<file path="config.mk">
export PLATFORM = sky130hd
export DESIGN_NAME = csa_calc_sched_flat
export DESIGN_NICKNAME = d
export VERILOG_FILES = /design/src/rtl/csa_calc_sched_if.sv /design/src/rtl/csa_calc_sched.sv /design/src/flat_wrapper.sv
export SDC_FILE = /design/constraint.sdc
export NUM_CORES = 1
export LEC_CHECK = 0
export CORE_ASPECT_RATIO = 0.6
export CORE_MARGIN = 2
export CORE_UTILIZATION = 25
export CTS_CLUSTER_SIZE = 20
export DETAILED_ROUTE_END_ITERATION = 8
export MAX_ROUTING_LAYER = met4
export PLACE_DENSITY = 0.55
export SYNTH_ARGS = -nofsm -noshare
export SYNTH_HDL_FRONTEND = slang
export SYNTH_SLANG_ARGS = --single-unit
</file>
<file path="constraint.sdc">
create_clock -name clk -period 3.1 [get_ports clk]
set_input_delay 0.775 -clock clk [delete_from_list [all_inputs] [get_ports clk]]
set_output_delay 0.775 -clock clk [all_outputs]
set_load 0.02 [all_outputs]
</file>
<file path="src/rtl/csa_calc_sched_if.sv">
// Dispatch/collect signal bundle between the calc-instance scheduler and its environment.
// The master modport is the scheduler side; slave is the upstream/instance side.
interface csa_calc_sched_if #(
  parameter int N           = 4,
  parameter int INDEX_WIDTH = 2
);
  logic                   job_valid;
  logic                   job_ready;
  logic [N-1:0]           inst_full;
  logic [N-1:0]           inst_wen;
  logic [INDEX_WIDTH-1:0] disp_index;
  logic [N-1:0]           inst_out_ready;
  logic [N-1:0]           inst_ren;
  logic                   coll_valid;
  logic [INDEX_WIDTH-1:0] coll_index;
  logic                   coll_done;

  modport master (
    input  job_valid, inst_full, inst_out_ready, coll_done,
    output job_ready, inst_wen, disp_index, inst_ren, coll_valid, coll_index
  );

  modport slave (
    output job_valid, inst_full, inst_out_ready, coll_done,
    input  job_ready, inst_wen, disp_index, inst_ren, coll_valid, coll_index
  );
endinterface

</file>
<file path="src/rtl/csa_calc_sched.sv">
// Round-robin job dispatcher and result collector for N calc instances with per-instance credit.
// Define CSA_CALC_SCHED_STATS_EN to build the 32-bit dispatch/collect statistics counters.
module csa_calc_sched #(
  parameter int CSA_CALC_INST_NUM = 4,
  parameter int INDEX_WIDTH       = 2,
  parameter int MAX_INFLIGHT      = 4
) (
  input  logic                         clk,
  input  logic                         rst_n,
  input  logic [CSA_CALC_INST_NUM-1:0] enable_mask,
  csa_calc_sched_if.master             bus,
  output logic                         idle,
  output logic [31:0]                  disp_count,
  output logic [31:0]                  coll_count
);
  localparam int N  = CSA_CALC_INST_NUM;
  localparam int CW = $clog2(MAX_INFLIGHT + 1);

  typedef enum logic [1:0] {C_SCAN, C_READ, C_HOLD} coll_state_e;

  coll_state_e            state;
  logic [INDEX_WIDTH-1:0] disp_ptr;
  logic [INDEX_WIDTH-1:0] coll_ptr;
  logic [INDEX_WIDTH-1:0] sel;
  logic [INDEX_WIDTH:0]   rr_sum;
  logic [CW-1:0]          inflight [N];
  logic [N-1:0]           eligible;
  logic                   any_eligible;
  logic                   wen_pending;
  logic                   accept;
  logic                   all_empty;

  function automatic logic [INDEX_WIDTH-1:0] next_index(input logic [INDEX_WIDTH-1:0] idx);
    return (int'(idx) == N - 1) ? '0 : idx + 1'b1;
  endfunction

  // NOTE: every always_comb output gets a default first so no path can infer a latch.
  always_comb begin
    eligible  = '0;
    all_empty = 1'b1;
    for (int i = 0; i < N; i++) begin
      eligible[i] = enable_mask[i] & ~bus.inst_full[i] & (inflight[i] < CW'(MAX_INFLIGHT));
      if (inflight[i] != '0) all_empty = 1'b0;
    end
  end

  // Walk from the farthest offset back to disp_ptr so the nearest eligible index wins.
  always_comb begin
    sel          = disp_ptr;
    any_eligible = 1'b0;
    rr_sum       = '0;
    for (int k = N - 1; k >= 0; k--) begin
      rr_sum = {1'b0, disp_ptr} + (INDEX_WIDTH+1)'(k);
      if (rr_sum >= (INDEX_WIDTH+1)'(N)) rr_sum = rr_sum - (INDEX_WIDTH+1)'(N);
      if (eligible[rr_sum[INDEX_WIDTH-1:0]]) begin
        sel          = rr_sum[INDEX_WIDTH-1:0];
        any_eligible = 1'b1;
      end
    end
  end

  // rst_n gates acceptance so nothing can be handed over while the block is held in reset.
  assign wen_pending   = |bus.inst_wen;
  assign accept        = rst_n & bus.job_valid & any_eligible & ~wen_pending;
  assign bus.job_ready = accept;
  assign idle          = all_empty & (state == C_SCAN) & ~wen_pending;

  // NOTE: sequential state uses non-blocking assignments only, so every flop samples pre-edge values.
  always_ff @(posedge clk or negedge rst_n) begin
    if (!rst_n) begin
      bus.inst_wen   <= '0;
      bus.disp_index <= '0;
      disp_ptr       <= '0;
    end else begin
      bus.inst_wen <= '0;
      if (accept) begin
        bus.inst_wen   <= N'(1) << sel;
        bus.disp_index <= sel;
        disp_ptr       <= next_index(sel);
      end
    end
  end

  // A same-cycle write and read cancel; a read with nothing in flight is dropped.
  always_ff @(posedge clk or negedge rst_n) begin
    if (!rst_n) begin
      for (int i = 0; i < N; i++) inflight[i] <= '0;
    end else begin
      for (int i = 0; i < N; i++) begin
        if (bus.inst_wen[i] && !bus.inst_ren[i] && inflight[i] < CW'(MAX_INFLIGHT))
          inflight[i] <= inflight[i] + 1'b1;
        else if (bus.inst_ren[i] && !bus.inst_wen[i] && inflight[i] != '0)
          inflight[i] <= inflight[i] - 1'b1;
      end
    end
  end

  // Collect FSM: enable_mask is deliberately ignored here so disabled instances still drain.
  always_ff @(posedge clk or negedge rst_n) begin
    if (!rst_n) begin
      state          <= C_SCAN;
      coll_ptr       <= '0;
      bus.inst_ren   <= '0;
      bus.coll_valid <= 1'b0;
      bus.coll_index <= '0;
    end else begin
      bus.inst_ren <= '0;
      case (state)
        C_SCAN: begin
          if (bus.inst_out_ready[coll_ptr]) begin
            state          <= C_READ;
            bus.inst_ren   <= N'(1) << coll_ptr;
            bus.coll_index <= coll_ptr;
          end else begin
            coll_ptr <= next_index(coll_ptr);
          end
        end
        C_READ: begin
          state          <= C_HOLD;
          bus.coll_valid <= 1'b1;
        end
        C_HOLD: begin
          if (bus.coll_done) begin
            state          <= C_SCAN;
            bus.coll_valid <= 1'b0;
            coll_ptr       <= next_index(coll_ptr);
          end
        end
        default: state <= C_SCAN;
      endcase
    end
  end

`ifdef CSA_CALC_SCHED_STATS_EN
  always_ff @(posedge clk or negedge rst_n) begin
    if (!rst_n) begin
      disp_count <= '0;
      coll_count <= '0;
    end else begin
      if (accept)           disp_count <= disp_count + 32'd1;
      if (|bus.inst_ren)    coll_count <= coll_count + 32'd1;
    end
  end
`else
  assign disp_count = '0;
  assign coll_count = '0;
`endif

endmodule

</file>
<file path="src/flat_wrapper.sv">
// flat-port wrapper written by rule: the top's interface ports become plain ports
module csa_calc_sched_flat 
#(
  parameter int CSA_CALC_INST_NUM = 4,
  parameter int INDEX_WIDTH       = 2,
  parameter int MAX_INFLIGHT      = 4
)
  (clk, rst_n, enable_mask, idle, disp_count, coll_count, bus_job_valid, bus_inst_full, bus_inst_out_ready, bus_coll_done, bus_job_ready, bus_inst_wen, bus_disp_index, bus_inst_ren, bus_coll_valid, bus_coll_index);
  csa_calc_sched_if #(.N((4)), .INDEX_WIDTH(INDEX_WIDTH)) bus_i ();
  input  logic clk;
  input  logic rst_n;
  input  logic [CSA_CALC_INST_NUM-1:0] enable_mask;
  output logic idle;
  output logic [31:0] disp_count;
  output logic [31:0] coll_count;
  input wire logic [$bits(bus_i.job_valid)-1:0] bus_job_valid;
  input wire logic [$bits(bus_i.inst_full)-1:0] bus_inst_full;
  input wire logic [$bits(bus_i.inst_out_ready)-1:0] bus_inst_out_ready;
  input wire logic [$bits(bus_i.coll_done)-1:0] bus_coll_done;
  output wire logic [$bits(bus_i.job_ready)-1:0] bus_job_ready;
  output wire logic [$bits(bus_i.inst_wen)-1:0] bus_inst_wen;
  output wire logic [$bits(bus_i.disp_index)-1:0] bus_disp_index;
  output wire logic [$bits(bus_i.inst_ren)-1:0] bus_inst_ren;
  output wire logic [$bits(bus_i.coll_valid)-1:0] bus_coll_valid;
  output wire logic [$bits(bus_i.coll_index)-1:0] bus_coll_index;
  assign bus_i.job_valid = bus_job_valid;
  assign bus_i.inst_full = bus_inst_full;
  assign bus_i.inst_out_ready = bus_inst_out_ready;
  assign bus_i.coll_done = bus_coll_done;
  assign bus_job_ready = bus_i.job_ready;
  assign bus_inst_wen = bus_i.inst_wen;
  assign bus_disp_index = bus_i.disp_index;
  assign bus_inst_ren = bus_i.inst_ren;
  assign bus_coll_valid = bus_i.coll_valid;
  assign bus_coll_index = bus_i.coll_index;
  csa_calc_sched #(.CSA_CALC_INST_NUM(CSA_CALC_INST_NUM), .INDEX_WIDTH(INDEX_WIDTH), .MAX_INFLIGHT(MAX_INFLIGHT)) u_core (.clk(clk), .rst_n(rst_n), .enable_mask(enable_mask), .bus(bus_i), .idle(idle), .disp_count(disp_count), .coll_count(coll_count));
endmodule
</file>
==> results of run 1 <==
==> cell families (layout without fill, tap and decap cells) <==
family                   after synthesis  after routing  share of synthesized area, %
AO/OA/AOI/OAI                         46             46                          13.6
adder cells (fa/ha/maj)                9              9                          6.19
buffers and inverters                 83             61                          24.6
flip-flops                            31             31                          33.7
multiplexers                          10             10                          5.32
other                                  1             64                         0.163
AND/OR/NAND/NOR                       66             66                          16.5
==> flip-flops by register name, summed over array words and instances, names as in the netlist <==
name	flops
u_core.bus.coll_valid	1
u_core.coll_ptr	2
u_core.state	2
u_core.bus.inst_ren	4
u_core.bus.disp_index	2
u_core.disp_ptr	2
u_core.bus.coll_index	2
u_core.inflight	12
u_core.bus.inst_wen	4
==> cell usage after synthesis, types with 2 or more instances <==
cell type	instances
sky130_fd_sc_hd__nor4_1	2
sky130_fd_sc_hd__dfrtp_1	31
sky130_fd_sc_hd__nor2b_1	2
sky130_fd_sc_hd__nor3_1	5
sky130_fd_sc_hd__a21oi_1	8
sky130_fd_sc_hd__or3b_1	2
sky130_fd_sc_hd__or4_1	3
sky130_fd_sc_hd__mux2_2	7
sky130_fd_sc_hd__and3_1	5
sky130_fd_sc_hd__o211ai_1	4
sky130_fd_sc_hd__a31oi_1	4
sky130_fd_sc_hd__o21ai_0	12
sky130_fd_sc_hd__o221ai_1	2
sky130_fd_sc_hd__nand3_1	4
sky130_fd_sc_hd__a31o_2	2
sky130_fd_sc_hd__clkbuf_1	2
sky130_fd_sc_hd__ha_1	5
sky130_fd_sc_hd__buf_2	2
sky130_fd_sc_hd__fa_1	4
sky130_fd_sc_hd__inv_1	13
sky130_fd_sc_hd__nand2b_1	6
sky130_fd_sc_hd__nor2_1	19
sky130_fd_sc_hd__nand2_1	2
sky130_fd_sc_hd__o22ai_1	5
sky130_fd_sc_hd__nor3b_1	5
sky130_fd_sc_hd__or2_2	4
sky130_fd_sc_hd__buf_4	65
sky130_fd_sc_hd__or3b_2	2
==> metrics by stage <==
stage / hold slack, ns / total power (uW) / setup TNS, ns / area, um^2
6_report: 0.492 / 2050 / 0 / 2690
3_3_place_gp: 0.490 / 1590 / -0.228 / 2560
5_1_grt: 0.533 / 2210 / 0 / 2690
3_5_place_dp: 0.480 / 1610 / -0.226 / 2560
2_1_floorplan: 0.479 / 1340 / 0 / 2540
4_1_cts: 0.501 / 2070 / 0 / 2690
==> worst paths after layout <==
path / startpoint / end / slack, ns / cells past startpoint
setup reg to reg: u_core.inflight[5] / u_core.disp_ptr[1] / 0.86 / 6
min in group asynchronous: rst_n / u_core.inflight[0] / 0.98 / 2
setup / recovery: u_core.inflight[5] / idle / 0.12 / 5
hold reg to reg: u_core.bus.disp_index[1] / u_core.bus.disp_index[1] / 0.49 / 1
hold / removal: u_core.bus.disp_index[1] / u_core.bus.disp_index[1] / 0.49 / 1
max in group asynchronous: rst_n / u_core.bus.inst_wen[0] / 1.83 / 2
==> report_power, final <==
group / total (uW) / switching, uW / internal (uW) / leakage [uW]
combinational: 891 / 464 / 427 / 0.000730
clock: 447 / 160 / 288 / 0.0000628
sequential: 710 / 172 / 538 / 0.000398
==> routing by layer <==
layer  track usage [%]  share of wire, %  vias to the layer above  wire [um]
met5                 -                 0                        -          0
li1                  -                 -                      814          -
met2              12.7                42                       58       1920
met1              13.4                51                      793       2310
met4              3.30               1.3                        0         58
met3              2.39               5.1                        8        230
==> critical path, delay by kind of cell (launching register included) <==
kind | cells | cell delay [ns]
buffers and inverters | 1 | 0.66
DFF | 1 | 0.47
and+or+nand+nor | 4 | 0.80
==> cell type report <==
class / instances / area (um^2) / share of cell area (%)
Clock buffer: 6 / 129 / 4.78
Multi-Input combinational cell: 195 / 1210 / 44.9
Tap cell: 116 / 145 / 5.39
Inverter: 13 / 48.8 / 1.81
Timing Repair Buffer: 42 / 385 / 14.3
Sequential cell: 31 / 776 / 28.8
==> reports/results.ini, run 1 <==
[outcome]
run_status = complete, no violations

[global_route]
grt_antenna_before_repair = 0
grt_pass1_vias = 1443
grt_pass1_wl_um = 7160
grt-ovfl-total = 0
maximum_number_of_pins_on_one_net_before_global_route_repair = 32
grt.total_usage_pct = 9.38

[worst_setup_path]
required_ns = 2.32
critPathKind = flop to output pin
timing.critical_path.cells = nor4_1 > and3_1 > nand4_1 > nor3_1 > clkdlybuf4s50_1
critical_path_peak_fanout = 9
timing.critical_path.slowest_cell_delay_ns = 0.66
worst_setup_path_end_kind = output pin
cp-start-kind = flop
cp_slowest_cell = sky130_fd_sc_hd__clkdlybuf4s50_1
arrival_time_at_the_worst_endpoint_ns = 2.21

[floorplan]
core-area_um2 = 9050
fp.dieH_um = 78.4
number_of_rows_in_the_core_area = 27
width_of_the_die_um = 128
initial_utilization_pct = 25.4
i_o_pin_count = 95
dieArea_um2 = 10000

[final_layout]
fraction_of_layout_cells_with_a_size_suffix_above_1_pct = 14.3
area_growth_syn_to_layout_pct = 16.9
diodes = 0
final_net_count = 313
layout.cells.most_common = sky130_fd_sc_hd__conb_1
final_cell_count_no_fill = 403
final_cell_mix = sky130_fd_sc_hd__conb_1, sky130_fd_sc_hd__dfrtp_1, sky130_fd_sc_hd__clkdlybuf4s50_1
num-fill-cells = 949
finalCoreUtilization_pct = 29.8

[placement]
placed_cells_incl_taps = 397
post-place-ws_ns = -0.226
post-dp-hpwl_um = 3570
port_buffers = 30
gp_congestion = 0.788

[hold_path]
worstHoldPathType = flop to flop

[sta]
fin_crit_sh_pct = 96.2
timing_max_transition_violations_final = 0
grt_setup_unrepaired = false
setup_skew_after_layout_ns = 0.00362
final_min_period_ns = 2.98
setup_viol_count_final = 0
final_hold_viol_count = 0
fin_ws_ns = 0.118
timing.fmax_ghz = 0.335

[detailed_routing]
vias = 1673
route.detailed.wl_per_inst_um = 11.2
drt_first_iter_violations = 110
detail_route.vias_per_cell = 4.15
wirelength_um = 4520
drcViolationCount = 0
detail_route.first_pass.iterations = 4
ant_nets = 0

[power]
power_density_nw_per_um2 = 760
p_leak_uw = 0.00119
ir_drop_uv = 364

[yosys]
synth_top_area_share_pct = 33.7
ys.flop_type = sky130_fd_sc_hd__dfrtp_1
number_of_enable_type_register_cells_in_the_synthesized_netlist = 0
yosysUniqueCellTypes = 47
synth_area_um2 = 2300
proportion_of_synthesized_flip_flops_having_asynchronous_set_or_reset_pct = 100
yosysSeqAreaShare_pct = 33.7
synth_warnings = 0
synth_top_cell_by_area = sky130_fd_sc_hd__dfrtp_1
synth.ff_latch_count = 31
postSynthAreaPerCell_um2 = 9.36
postSynthCellCount = 246
post_synth_main_area_contributors = sky130_fd_sc_hd__dfrtp_1, sky130_fd_sc_hd__buf_4, sky130_fd_sc_hd__fa_1, sky130_fd_sc_hd__mux2_2, sky130_fd_sc_hd__nor2_1

[clocking]
cts.repair.resized = 1
cts_buffers = 5
cts-root-to-sink-buffers = 2
tritoncts = built
clk-insertion-delay-late_ns = 0.27
cts_sinks = 31
cts_htree_levels = 2
cts.hold.buffers_added = 0
clock_edge_transition_at_the_registers_on_the_reported_setup_and_hold_paths_ns = 0.05
clock-root-buffer = sky130_fd_sc_hd__clkbuf_16
setup_fix_bufs_post_cts = 0

[run]
cap_violations = 0

Power figures use the tool's default switching activity.
==> inputs of run 2 (changes only) <==
--- a/config.mk
+++ b/config.mk
@@ -7,11 +7,12 @@
 export LEC_CHECK = 0
 export CORE_ASPECT_RATIO = 0.6
 export CORE_MARGIN = 2
-export CORE_UTILIZATION = 25
+export CORE_UTILIZATION = 44
 export CTS_CLUSTER_SIZE = 20
 export DETAILED_ROUTE_END_ITERATION = 8
 export MAX_ROUTING_LAYER = met4
-export PLACE_DENSITY = 0.55
+export PLACE_DENSITY = 0.86
+export SLEW_MARGIN = 20
 export SYNTH_ARGS = -nofsm -noshare
 export SYNTH_HDL_FRONTEND = slang
 export SYNTH_SLANG_ARGS = --single-unit
==> reports/results.ini, run 2 (same netlist as run 1, synthesis figures left out) <==
[final_layout]
layout.cells.most_common = sky130_fd_sc_hd__conb_1
largest_registers_ranked_by_flip_flop_count = u_core.inflight: 12 flops, u_core.bus.inst_ren: 4 flops, u_core.bus.inst_wen: 4 flops
largest_register_ffs = 12  ; unchanged
fraction_of_layout_cells_with_a_size_suffix_above_1_pct = 13.6  ; -0.65 points
final_net_count = 310  ; -0.96%
register_with_the_highest_flop_count = u_core.inflight
finalInstanceArea_um2 = 2570  ; -4.7%
area_growth_syn_to_layout_pct = 11.5
final_cell_mix = sky130_fd_sc_hd__conb_1, sky130_fd_sc_hd__dfrtp_1, sky130_fd_sc_hd__clkdlybuf4s50_1
diodes = 0  ; unchanged

[sta]
setup_viol_count_final = 0  ; unchanged
setup_skew_after_layout_ns = 0.00388  ; +0.000261 ns
fin_crit_sh_pct = 97.8  ; +1.6 points
grt_setup_unrepaired = false
timing_max_transition_violations_final = 0  ; unchanged
final_min_period_ns = 3.03  ; +0.0493 ns
setup_tns_ns = 0  ; unchanged
final_hold_viol_count = 0  ; unchanged
timing.fmax_ghz = 0.330  ; -1.6%

[global_route]
maximum_number_of_pins_on_one_net_before_global_route_repair = 32  ; unchanged
grt.total_usage_pct = 16.0  ; +6.6 points
grt_antenna_before_repair = 0  ; unchanged
grt_pass1_wl_um = 7080  ; -1.2%
grt-ovfl-total = 0  ; unchanged
grt_pass1_vias = 1475  ; +2.2%

[power]
power_density_nw_per_um2 = 735  ; -3.4%
p_leak_uw = 0.00116  ; -2.7%
ir_drop_uv = 397  ; +9.0%

[detailed_routing]
wirelength_um = 4380  ; -3.1%
detail_route.vias_per_cell = 4.82  ; +16%
drcViolationCount = 0  ; unchanged
detail_route.first_pass.iterations = 4  ; unchanged
vias = 1696  ; +1.4%
route.detailed.wl_per_inst_um = 12.4  ; +11%
ant_nets = 0  ; unchanged
drt_first_iter_violations = 144  ; +31%

[worst_setup_path]
critPathKind = primary input to output pin
critical_path_peak_fanout = 2  ; -7
required_ns = 2.32  ; about the same
worst_setup_path_end_kind = output pin
cp-start-kind = primary input
timing.reg2reg.worst_path_depth = 6  ; unchanged
arrival_time_at_the_worst_endpoint_ns = 2.26  ; +0.05 ns

[clocking]
tritoncts = built
cts_sinks = 31  ; unchanged
cts-root-to-sink-buffers = 2  ; unchanged
clk-insertion-delay-late_ns = 0.29  ; +0.02 ns
clock_edge_transition_at_the_registers_on_the_reported_setup_and_hold_paths_ns = 0.06  ; about the same
cts_buffers = 5  ; unchanged
setup_fix_bufs_post_cts = 0  ; unchanged
cts_htree_levels = 2  ; unchanged
clock-root-buffer = sky130_fd_sc_hd__clkbuf_8
cts.hold.buffers_added = 0  ; unchanged

[floorplan]
initial_utilization_pct = 45.6  ; +20 points
fp.dieH_um = 60.0  ; -23%
number_of_rows_in_the_core_area = 20  ; -26%
i_o_pin_count = 95  ; unchanged
core-area_um2 = 5050  ; -44%
width_of_the_die_um = 97.4  ; -24%
dieArea_um2 = 5850  ; -42%

[hold_path]
worstHoldPathType = flop to flop
hold_path_depth = 1  ; unchanged

[placement]
post-dp-hpwl_um = 3430  ; -4.0%
gp_congestion = 0.845  ; +7.2%
place_area_um2 = 2470  ; -3.3%
port_buffers = 30  ; unchanged

[outcome]
run_status = complete, no violations

[run]
cap_violations = 0  ; unchanged

==> run 2: changes by cell type in the layout (fill, tap and decap cells not counted), sizes merged <==
| cell | before | now |
|---|---|---|
| buf | 12 | 9 |
| clkbuf | 7 | 6 |
| clkinv | 0 | 1 |
| clkinvlp | 0 | 1 |
| dlygate4sd2 | 0 | 1 |
==> run 2: routing by layer <==
metal	share of wire, %	vias up	GRT usage, %
met5	0	-	-
met4	0.91	0	4.96
met3	6.8	3	3.74
met2	47	71	24.5
met1	45	816	21.3
li1	-	806	-
==> run 2: critical path, stage by stage <==
cell and delay, ns:
sky130_fd_sc_hd__clkdlybuf4s50_1 0.46, sky130_fd_sc_hd__or3b_1 0.36, sky130_fd_sc_hd__a31o_2 0.28, sky130_fd_sc_hd__inv_1 0.05, sky130_fd_sc_hd__dlygate4sd2_1 0.33
==> run 2: worst paths after layout <==
| path | slack (ns) | from | endpoint |
|---|---|---|---|
| worst min register to register | 0.51 | u_core.bus.coll_index[0] | u_core.bus.coll_index[0] |
| worst max-delay path | 0.07 | enable_mask[0] | bus_job_ready |
| worst max register to register | 0.87 | u_core.inflight[5] | u_core.disp_ptr[1] |
| min in group asynchronous | 0.95 | rst_n | u_core.inflight[9] |
| max in group asynchronous | 1.86 | rst_n | u_core.bus.coll_valid |
| worst min-delay path | 0.51 | u_core.bus.coll_index[0] | u_core.bus.coll_index[0] |
==> run 2: what timing repair did <==
item / CTS / global route
setup endpoints to repair: 1 / 1
pin swaps: 0 / 0
gates resized for setup: 1 / 2
==> run 2: where the power goes <==
part / switching (uW) / internal [uW]
Combinational: 434 / 404
Clock: 157 / 157
Sequential: 198 / 536
Total: 789 / 1100
==> run 2: final cells by class <==
type / count / area (um^2)
Clock buffer: 6 / 72.6
Clock inverter: 2 / 12.5
Fill cell: 480 / 2490
Inverter: 13 / 48.8
Multi-Input combinational cell: 195 / 1210
Sequential cell: 31 / 776
Tap cell: 66 / 82.6
Timing Repair Buffer: 39 / 367
==> run 2: per-stage QoR <==
step,cells,setup WS (ns),hold WS (ns),util [%],total power (uW)
2_1_floorplan,309,0.523,0.479,-,1340
3_3_place_gp,344,-0.206,0.496,48.9,1530
3_5_place_dp,344,-0.205,0.489,48.9,1570
4_1_cts,352,0.0603,0.520,50.6,1890
5_1_grt,352,0.00596,0.537,50.8,2030
6_report,352,0.0687,0.511,50.8,1890
==> inputs of run 3 (changes only) <==
==> constraint.sdc (replaced) <==
create_clock -name clk -period 3.4 [get_ports clk]
set_input_delay 0.85 -clock clk [delete_from_list [all_inputs] [get_ports clk]]
set_output_delay 0.85 -clock clk [all_outputs]
set_load 0.02 [all_outputs]
==> reports/results.ini, run 3 (same netlist as run 1, synthesis figures left out) <==
[outcome]
run_status = complete, no violations

[placement]
post-dp-hpwl_um = 3350  ; -2.3%
post-place-ws_ns = -0.0712  ; +0.133 ns
gp_congestion = 0.832  ; -1.6%
port_buffers = 30  ; unchanged

[global_route]
grt.total_usage_pct = 16.1  ; +0.098 points
grt-ovfl-total = 0  ; unchanged
grt_antenna_before_repair = 0  ; unchanged
grt_pass1_vias = 1477  ; +0.14%
grt_pass1_wl_um = 7070  ; -0.20%
maximum_number_of_pins_on_one_net_before_global_route_repair = 32  ; unchanged

[final_layout]
diodes = 0  ; unchanged
largest_register_ffs = 12  ; unchanged
largest_registers_ranked_by_flip_flop_count = u_core.inflight: 12 flops, u_core.bus.inst_ren: 4 flops, u_core.bus.inst_wen: 4 flops
layout.cells.most_common = sky130_fd_sc_hd__conb_1
area_growth_syn_to_layout_pct = 10.0
register_with_the_highest_flop_count = u_core.inflight
final_net_count = 307  ; -0.97%
final_cell_mix = sky130_fd_sc_hd__conb_1, sky130_fd_sc_hd__dfrtp_1, sky130_fd_sc_hd__clkdlybuf4s50_1
fraction_of_layout_cells_with_a_size_suffix_above_1_pct = 12.0  ; -1.6 points

[worst_setup_path]
timing.critical_path.slowest_cell_delay_ns = 0.44  ; -0.02 ns
critical_path_peak_fanout = 2  ; unchanged
timing.critical_path.cells = clkdlybuf4s50_1 > or3b_1 > a31o_2 > inv_1 > dlygate4sd2_1
required_ns = 2.55  ; +0.23 ns
worst_setup_path_end_kind = output pin
arrival_time_at_the_worst_endpoint_ns = 2.36  ; +0.10 ns
critPathKind = primary input to output pin
cp-start-kind = primary input
cp_slowest_cell = sky130_fd_sc_hd__clkdlybuf4s50_1

[sta]
setup_viol_count_final = 0  ; unchanged
timing.fmax_ghz = 0.312
final.hold.worst_slack_ns = 0.516  ; +0.00443 ns
setup_tns_ns = 0  ; unchanged
grt_setup_unrepaired = false
final_hold_viol_count = 0  ; unchanged
final_min_period_ns = 3.21
timing_max_transition_violations_final = 0  ; unchanged
setup_skew_after_layout_ns = 0.00617  ; +0.00228 ns
fin_crit_sh_pct = 94.3
fin_ws_ns = 0.194  ; +0.125 ns

[clocking]
clock-root-buffer = sky130_fd_sc_hd__clkbuf_8
clock_edge_transition_at_the_registers_on_the_reported_setup_and_hold_paths_ns = 0.07  ; about the same
cts_htree_levels = 2  ; unchanged
clk-insertion-delay-late_ns = 0.29  ; about the same
cts_buffers = 5  ; unchanged
cts-root-to-sink-buffers = 2  ; unchanged
cts.hold.buffers_added = 0  ; unchanged
cts_sinks = 31  ; unchanged
tritoncts = built

[detailed_routing]
wirelength_um = 4380  ; about the same
drcViolationCount = 0  ; unchanged
detail_route.first_pass.iterations = 4  ; unchanged
detail_route.vias_per_cell = 4.80  ; -0.45%
vias = 1674  ; -1.3%
route.detailed.wl_per_inst_um = 12.5  ; +0.81%
drt_first_iter_violations = 105  ; -27%
ant_nets = 0  ; unchanged

[hold_path]
worstHoldPathType = flop to flop

[power]
power_density_nw_per_um2 = 673  ; -8.4%
design_power_total_uw = 1710  ; -9.6%
p_leak_uw = 0.00114  ; -1.6%
ir_drop_uv = 432  ; +8.8%

[floorplan]
initial_utilization_pct = 45.6  ; unchanged
core-area_um2 = 5050  ; unchanged
number_of_rows_in_the_core_area = 20  ; unchanged
dieArea_um2 = 5850  ; unchanged
width_of_the_die_um = 97.4  ; unchanged
fp.dieH_um = 60.0  ; unchanged
i_o_pin_count = 95  ; unchanged

[run]
cap_violations = 0  ; unchanged

-- run 3: final timing paths --
kind | from | end | slack, ns | cells after the start
worst max register to register | u_core.inflight[5] | u_core.disp_ptr[1] | 1.07 | 6
worst min-delay path | u_core.bus.coll_index[0] | u_core.bus.coll_index[0] | 0.52 | 1
min in group asynchronous | rst_n | u_core.inflight[10] | 1.03 | 2
max in group asynchronous | rst_n | u_core.state[1] | 2.07 | 2
worst max-delay path | bus_inst_full[0] | bus_job_ready | 0.19 | 5
worst min register to register | u_core.bus.coll_index[0] | u_core.bus.coll_index[0] | 0.52 | 1
-- run 3: layout make-up --
| cell class | instances | area [um^2] |
|---|---|---|
| clock inverters | 2 | 12.5 |
| multi-input cells | 195 | 1200 |
| repair buffers | 36 | 344 |
| well taps | 66 | 82.6 |
| fillers | 471 | 2520 |
| clock buffers | 6 | 72.6 |
| flip-flops and latches | 31 | 776 |
| inverters | 13 | 48.8 |
-- run 3: worst max-delay path: cells and delay by family --
kind            cells  cell delay (ns)
simple gates        1             0.40
buf+inv             3             0.82
compound gates      1             0.28
-- run 3: per-layer routing --
metal / vias to the layer above / share of wire, % / GRT usage, % / routed length, um
li1: 801 / - / - / -
met4: 0 / 0.34 / 3.57 / 15
met5: - / 0 / - / 0
met2: 60 / 47 / 24.9 / 2040
met1: 811 / 46 / 20.3 / 2020
met3: 2 / 6.8 / 6.08 / 296
-- run 3: where the power goes --
group          internal [uW]  switching (uW)
registers                489             180
logic                    355             391
clock network            143             148
total                    987             719
-- run 3: per-stage QoR --
stage	util [%]	area, um^2	cells
final	50.1	2530	349
after global routing	50.1	2530	349
after CTS	50.1	2530	349
after detailed placement	48.5	2450	341
after global placement	48.5	2450	341
after floorplan	-	2540	309
-- run 3: repair_timing --
item | in CTS | in global routing
setup buffers | 0 | 0
endpoints found under the setup margin | 1 | 0
hold endpoints to repair | 0 | 0
gates resized for setup | 1 | 0
